File: src/rtl/layer_sched_pkg.sv
// Shared types and defaults for the layer sequencer (layer_sched and argmax_track).
package layer_sched_pkg;

  typedef enum logic [2:0] {
    S_IDLE,
    S_CLEAR,
    S_FEED,
    S_DRAIN,
    S_STORE,
    S_DONE
  } state_t;

  localparam int NODES_DEF   = 10;
  localparam int CHUNKS_DEF  = 49;
  localparam int MAC_LAT_DEF = 3;
  localparam int DATA_W      = 8;
  localparam int BEAT_W      = 128;

  // Counter width that never collapses to zero bits.
  function automatic int clog2_min1(input int v);
    return (v <= 1) ? 1 : $clog2(v);
  endfunction

endpackage

File: src/rtl/argmax_track.sv
// Running max / index register; lower index wins ties. Used only with LAYER_SCHED_ARGMAX_EN.
module argmax_track
  import layer_sched_pkg::*;
#(
  parameter int IDX_W = 4
) (
  input  logic              clk,
  input  logic              rst,
  input  logic              upd,
  input  logic              first,
  input  logic [DATA_W-1:0] value,
  input  logic [IDX_W-1:0]  idx,
  input  logic              set_valid,
  input  logic              clr_valid,
  output logic [3:0]        pred_idx,
  output logic              pred_valid
);

  logic [DATA_W-1:0] max_val;

  always_ff @(posedge clk) begin
    if (rst) begin
      max_val    <= '0;
      pred_idx   <= '0;
      pred_valid <= 1'b0;
    end else begin
      if (upd && (first || value > max_val)) begin
        max_val  <= value;
        pred_idx <= 4'(idx);
      end
      if (clr_valid)
        pred_valid <= 1'b0;
      else if (set_valid)
        pred_valid <= 1'b1;
    end
  end

endmodule

File: src/rtl/layer_sched.sv
// Fully-connected layer sequencer sharing one neuron datapath across all nodes.
// Optional argmax tracking is enabled by defining LAYER_SCHED_ARGMAX_EN.
module layer_sched
  import layer_sched_pkg::*;
#(
  parameter int NODES   = NODES_DEF,
  parameter int CHUNKS  = CHUNKS_DEF,
  parameter int MAC_LAT = MAC_LAT_DEF
) (
  input  logic                                  clk,
  input  logic                                  rst,
  input  logic                                  start,
  output logic                                  busy,
  output logic                                  done,
  output logic                                  mem_rd,
  output logic [clog2_min1(CHUNKS)-1:0]         pix_addr,
  output logic [clog2_min1(NODES*CHUNKS)-1:0]   w_addr,
  output logic [clog2_min1(NODES)-1:0]          node_idx,
  output logic                                  mac_clr,
  output logic                                  mac_en,
  input  logic [DATA_W-1:0]                     node_out,
  output logic                                  out_we,
  output logic [clog2_min1(NODES)-1:0]          out_addr,
  output logic [DATA_W-1:0]                     out_data,
  output logic [3:0]                            pred_idx,
  output logic                                  pred_valid
);

  localparam int CW = clog2_min1(CHUNKS);
  localparam int WW = clog2_min1(NODES*CHUNKS);
  localparam int NW = clog2_min1(NODES);
  localparam int DW = clog2_min1(MAC_LAT + 1);

  state_t        state, next_state;
  logic [CW-1:0] chunk;
  logic [WW-1:0] w_cnt;
  logic [NW-1:0] node;
  logic [DW-1:0] drain_cnt;
  logic          last_chunk, last_node, drain_done;

  assign last_chunk = (chunk == CW'(CHUNKS - 1));
  assign last_node  = (node == NW'(NODES - 1));
  assign drain_done = (drain_cnt == DW'(MAC_LAT));

  always_ff @(posedge clk) begin
    if (rst) state <= S_IDLE;
    else     state <= next_state;
  end

  always_comb begin
    next_state = state;
    unique case (state)
      S_IDLE:  if (start) next_state = S_CLEAR;
      S_CLEAR: next_state = S_FEED;
      S_FEED:  if (last_chunk) next_state = S_DRAIN;
      S_DRAIN: if (drain_done) next_state = S_STORE;
      S_STORE: next_state = last_node ? S_DONE : S_CLEAR;
      S_DONE:  next_state = S_IDLE;
      default: next_state = S_IDLE;
    endcase
  end

  always_comb begin
    busy    = 1'b0;
    done    = 1'b0;
    mem_rd  = 1'b0;
    mac_clr = 1'b0;
    out_we  = 1'b0;
    unique case (state)
      S_CLEAR: begin busy = 1'b1; mac_clr = 1'b1; end
      S_FEED:  begin busy = 1'b1; mem_rd  = 1'b1; end
      S_DRAIN: busy = 1'b1;
      S_STORE: begin busy = 1'b1; out_we  = 1'b1; end
      S_DONE:  done = 1'b1;
      default: ;
    endcase
  end

  // w_cnt only advances during FEED, so it lands on node*CHUNKS at each CLEAR
  // without a multiplier; it is rewound only when a new run is accepted.
  always_ff @(posedge clk) begin
    if (rst) begin
      chunk     <= '0;
      w_cnt     <= '0;
      node      <= '0;
      drain_cnt <= '0;
      mac_en    <= 1'b0;
    end else begin
      mac_en <= mem_rd;
      unique case (state)
        S_IDLE: if (start) begin
          node  <= '0;
          w_cnt <= '0;
        end
        S_CLEAR: chunk <= '0;
        S_FEED: begin
          w_cnt     <= w_cnt + WW'(1);
          drain_cnt <= '0;
          if (!last_chunk) chunk <= chunk + CW'(1);
        end
        S_DRAIN: drain_cnt <= drain_cnt + DW'(1);
        S_STORE: if (!last_node) node <= node + NW'(1);
        default: ;
      endcase
    end
  end

  assign pix_addr = chunk;
  assign w_addr   = w_cnt;
  assign node_idx = node;
  assign out_addr = node;
  assign out_data = out_we ? node_out : '0;

`ifdef LAYER_SCHED_ARGMAX_EN
  argmax_track #(.IDX_W(NW)) u_argmax (
    .clk        (clk),
    .rst        (rst),
    .upd        (state == S_STORE),
    .first      (node == '0),
    .value      (node_out),
    .idx        (node),
    .set_valid  ((state == S_STORE) && last_node),
    .clr_valid  ((state == S_IDLE) && start),
    .pred_idx   (pred_idx),
    .pred_valid (pred_valid)
  );
`else
  assign pred_idx   = '0;
  assign pred_valid = 1'b0;
`endif

endmodule

File: config.mk
export PLATFORM = sky130hd
export DESIGN_NAME = layer_sched
export DESIGN_NICKNAME = d
export VERILOG_FILES = /design/src/rtl/layer_sched_pkg.sv /design/src/rtl/argmax_track.sv /design/src/rtl/layer_sched.sv
export SDC_FILE = /design/constraint.sdc
export NUM_CORES = 1
export LEC_CHECK = 0
export BUFFER_PORTS_ARGS = -buffer_cell sky130_fd_sc_hd__buf_2
export CELL_PAD_IN_SITES_DETAIL_PLACEMENT = 1
export CELL_PAD_IN_SITES_GLOBAL_PLACEMENT = 2
export CORE_ASPECT_RATIO = 0.5
export CORE_MARGIN = 2
export CORE_UTILIZATION = 25
export CTS_CLUSTER_SIZE = 30
export DETAILED_ROUTE_END_ITERATION = 10
export PLACE_DENSITY = 0.82
export SKIP_CTS_REPAIR_TIMING = 1
export SLEW_MARGIN = 20
export SYNTH_ARGS = -nofsm -noshare
export SYNTH_HDL_FRONTEND = slang
export SYNTH_SLANG_ARGS = --single-unit
File: constraint.sdc
create_clock -name clk -period 1.5 [get_ports clk]
set_input_delay 0.15 -clock clk [delete_from_list [all_inputs] [get_ports clk]]
set_output_delay 0.15 -clock clk [all_outputs]
set_load 0.1 [all_outputs]
==> qor.yml <==
status: "complete, but fails checks"
violations: "negative setup slack"
slew_viol_final: 0
syn-cell-area_um2: 1510
async_flop_share_pct: 0
start_util_pct: 26.69
swShare_pct: 32.44
pwr-share-seq_pct: 39.1
h-tree-depth: 1
grt.total_usage_pct: 13.87
r2r_cells: 3
place.gp.congestion: 0.7470
fill_cells: 648
wirelength_mm: 4.552
r2r_slack_ns: -0.14
layoutNonFillerInstCount: 312
p_clk_share_pct: 35.2
max_cap_viol_count: 0
ioPinCount: 53
crit_fanout: 10
cts_buffer_depth: 2
syn_area_per_cell_um2: 8.344
grt_remaining_overflow: 0
hold_viol: 0
ir_drop_mv: 0.4765
setup_violations: 20
portBuffers: 47
design_power_total_mw: 1.728
vias: 1549
switchingPower_mw: 0.5606
min_period_over_period_pct: 109.7
clkLatencyLatePin_ns: 0.26
cts_made_buffers: 3
crit_required_ns: 1.35
cts_tree: "built"
place_inst: 303
wl_per_cell_um: 14.59
drt_iter0_markers: 33
core-area_um2: 5658
synth_top_area_share_pct: 33.14
r2r_end: "w_addr[5]"
synth_cell_types: 47
cpPeakStageDelay_ns: 0.44
rsz0062_at_grt: "yes"
yosysMostFrequentCell: "dfxtp_1"
synth_xor_area_share_pct: 1.160
synth_area_leaders: "dfxtp_1 33%, ha_1 5.0%, o211ai_1 5.0%"
path_cells: "or3b_4 > inv_6 > and2_4 > buf_12"
fmax_ghz: 0.6080
die_h_um: 58.96
hold_path.class: "in2reg"
die_w_um: 113.9
vias_per_cell: 4.965
synth_mux_area_share_pct: 4.225
startpoint_type: "flop"
holdPathStages: 2
fin_crit_ns: 1.645
arrival_ns: 1.49
dr.pass1.iters: 4
clk_pin_slew_worst_paths_ns: 0.06
antenna_found_initial: 0
worstReg2RegStart: "state[1]"
power_density_nw_per_um2: 740.2
grt_pass1_wl_mm: 7.389
grt_pass1_vias: 1528
worstSetupEndpointType: "output pin"
cpMaxStageDelayCell: "or3b_4"
clock_skew_ns: 0.003030
pwr-share-comb_pct: 25.7
synth-seq-area-share_pct: 33.14
synth_seq_cells: 25
synth-main-ff-cell: "dfxtp_1"
antennaDiodeCount: 0
synth_top_family_by_area: "simple AND/OR/NAND/NOR gates"
worst_slack_ns: -0.1448
cts_root_buf: "clkbuf_16"
floorplan.die_area_um2: 6716
synth_compound_area_share_pct: 14.83
holdPathEnd: "pix_addr[2]"
dp_slack_ns: -0.1138
nNetsFinal: 257
numClockSinks: 25
synth.largest_area_cell: "dfxtp_1"
p_int_mw: 1.168
hp-start: "rst"
dp_hpwl_mm: 3.546
synth_warnings: 0
synthAdderAreaFrac_pct: 4.971
synthToLayoutAreaGrowth_pct: 54.60
drtAntennaViolNets: 0
synth_simple_gate_area_share_pct: 30.49
rows: 19
crit_type: "reg2out"
drive_gt1_share_pct: 51.46
p_leak_nw: 0.9677
grt_max_degree: 16
ys_top_cells_by_count: "25 x dfxtp_1, 14 x nand3_1, 12 x a21oi_1, 10 x nand2_1, 10 x o211ai_1"
synthCells: 181
synth-edff-count: 0
drcViolationCount: 0
## sequential cells by signal, summed over array words and instances, names as in the netlist
signal     cells
node_idx       4
mac_en         1
drain_cnt      2
state          3
w_addr         9
pix_addr       6
## how the worst max path moves through the flow
stage / start / endpoint / slack [ns] / cells after the start
4_1_cts: state[0] / out_data[0] / -0.30 / 4
3_5_place_dp: state[1] / w_addr[5] / -0.11 / 3
5_1_grt: state[2] / out_data[0] / -0.18 / 4
2_1_floorplan: pix_addr[0] / pix_addr[0] / -0.11 / 5
3_3_place_gp: state[1] / w_addr[5] / -0.05 / 3
6_report: state[2] / out_data[0] / -0.14 / 4
## logic make-up (layout without fill, tap and decap cells)
logic type | after synthesis | in the layout
fa+ha+maj | 6 | 6
mux | 6 | 6
simple gates | 75 | 75
compound gates | 34 | 34
xor+xnor | 2 | 2
flops | 25 | 25
buf+inv | 32 | 86
other cells | 1 | 5
## layout by cell type, fill, tap and decap left out, types with 2 or more instances in the layout
cell | netlist | layout
ha_2 | 0 | 2
dfxtp_2 | 0 | 8
clkbuf_16 | 0 | 3
or4b_1 | 3 | 3
o2bb2ai_1 | 2 | 2
o211ai_1 | 10 | 10
conb_1 | 1 | 5
nor2b_1 | 2 | 2
buf_4 | 9 | 22
dfxtp_1 | 25 | 4
inv_2 | 3 | 3
nand3_1 | 14 | 14
nor2_1 | 8 | 8
and2_4 | 0 | 8
nand2_1 | 10 | 10
a31oi_1 | 4 | 4
nand2b_1 | 2 | 2
buf_2 | 3 | 34
dfxtp_4 | 0 | 13
nand4_1 | 2 | 2
inv_1 | 8 | 5
or3_1 | 5 | 5
inv_6 | 0 | 2
mux2i_1 | 3 | 3
ha_1 | 6 | 3
buf_12 | 0 | 13
mux2_2 | 3 | 2
a21oi_1 | 12 | 12
or4_1 | 3 | 2
nor4_2 | 1 | 2
or3b_4 | 1 | 3
and3_1 | 3 | 3
## metal layers
layer  track usage (%)  part of all wire [%]
met4             2.787                  0.64
met5                 0                     0
met2             26.09                    50
met3             2.781                   5.0
met1             16.84                    45
## stage by stage
| stage | hold WS (ns) | setup TNS, ns | utilization [%] | instance area, um^2 |
|---|---|---|---|---|
| 5_1_grt | 0.2296 | -3.123 | 41.26 | 2335 |
| 3_3_place_gp | 0.4454 | -0.07958 | 38.74 | 2192 |
| 6_report | 0.2004 | -2.054 | 41.26 | 2335 |
| 3_5_place_dp | 0.4676 | -0.3880 | 38.74 | 2192 |
| 2_1_floorplan | 0.3429 | -0.7973 | - | 1685 |
| 4_1_cts | 0.2009 | -3.460 | 40.14 | 2271 |
## power groups by stage
stage / logic [mW] / registers, mW / clock network, mW
after detailed placement: 0.437 / 0.692 / 0
after global routing: 0.467 / 0.678 / 0.637
after floorplan: 0.267 / 0.737 / 0
final: 0.444 / 0.676 / 0.608
after CTS: 0.438 / 0.677 / 0.627
after global placement: 0.430 / 0.690 / 0
## critical path, delay by kind of cell (launching register included)
family / cells / cell delay (ns)
simple gates: 2 / 0.60
buf+inv: 2 / 0.28
flops: 1 / 0.36
## final cells by class
type	instances	area, um^2	area share [%]
well taps	73	91.34	3.912
inverters	12	62.56	2.680
multi-input cells	128	935.9	40.09
clock buffers	4	78.83	3.376
flip-flops and latches	25	559.3	23.95
repair buffers	70	606.8	25.99
No activity file was read; power rests on OpenSTA's default activity.
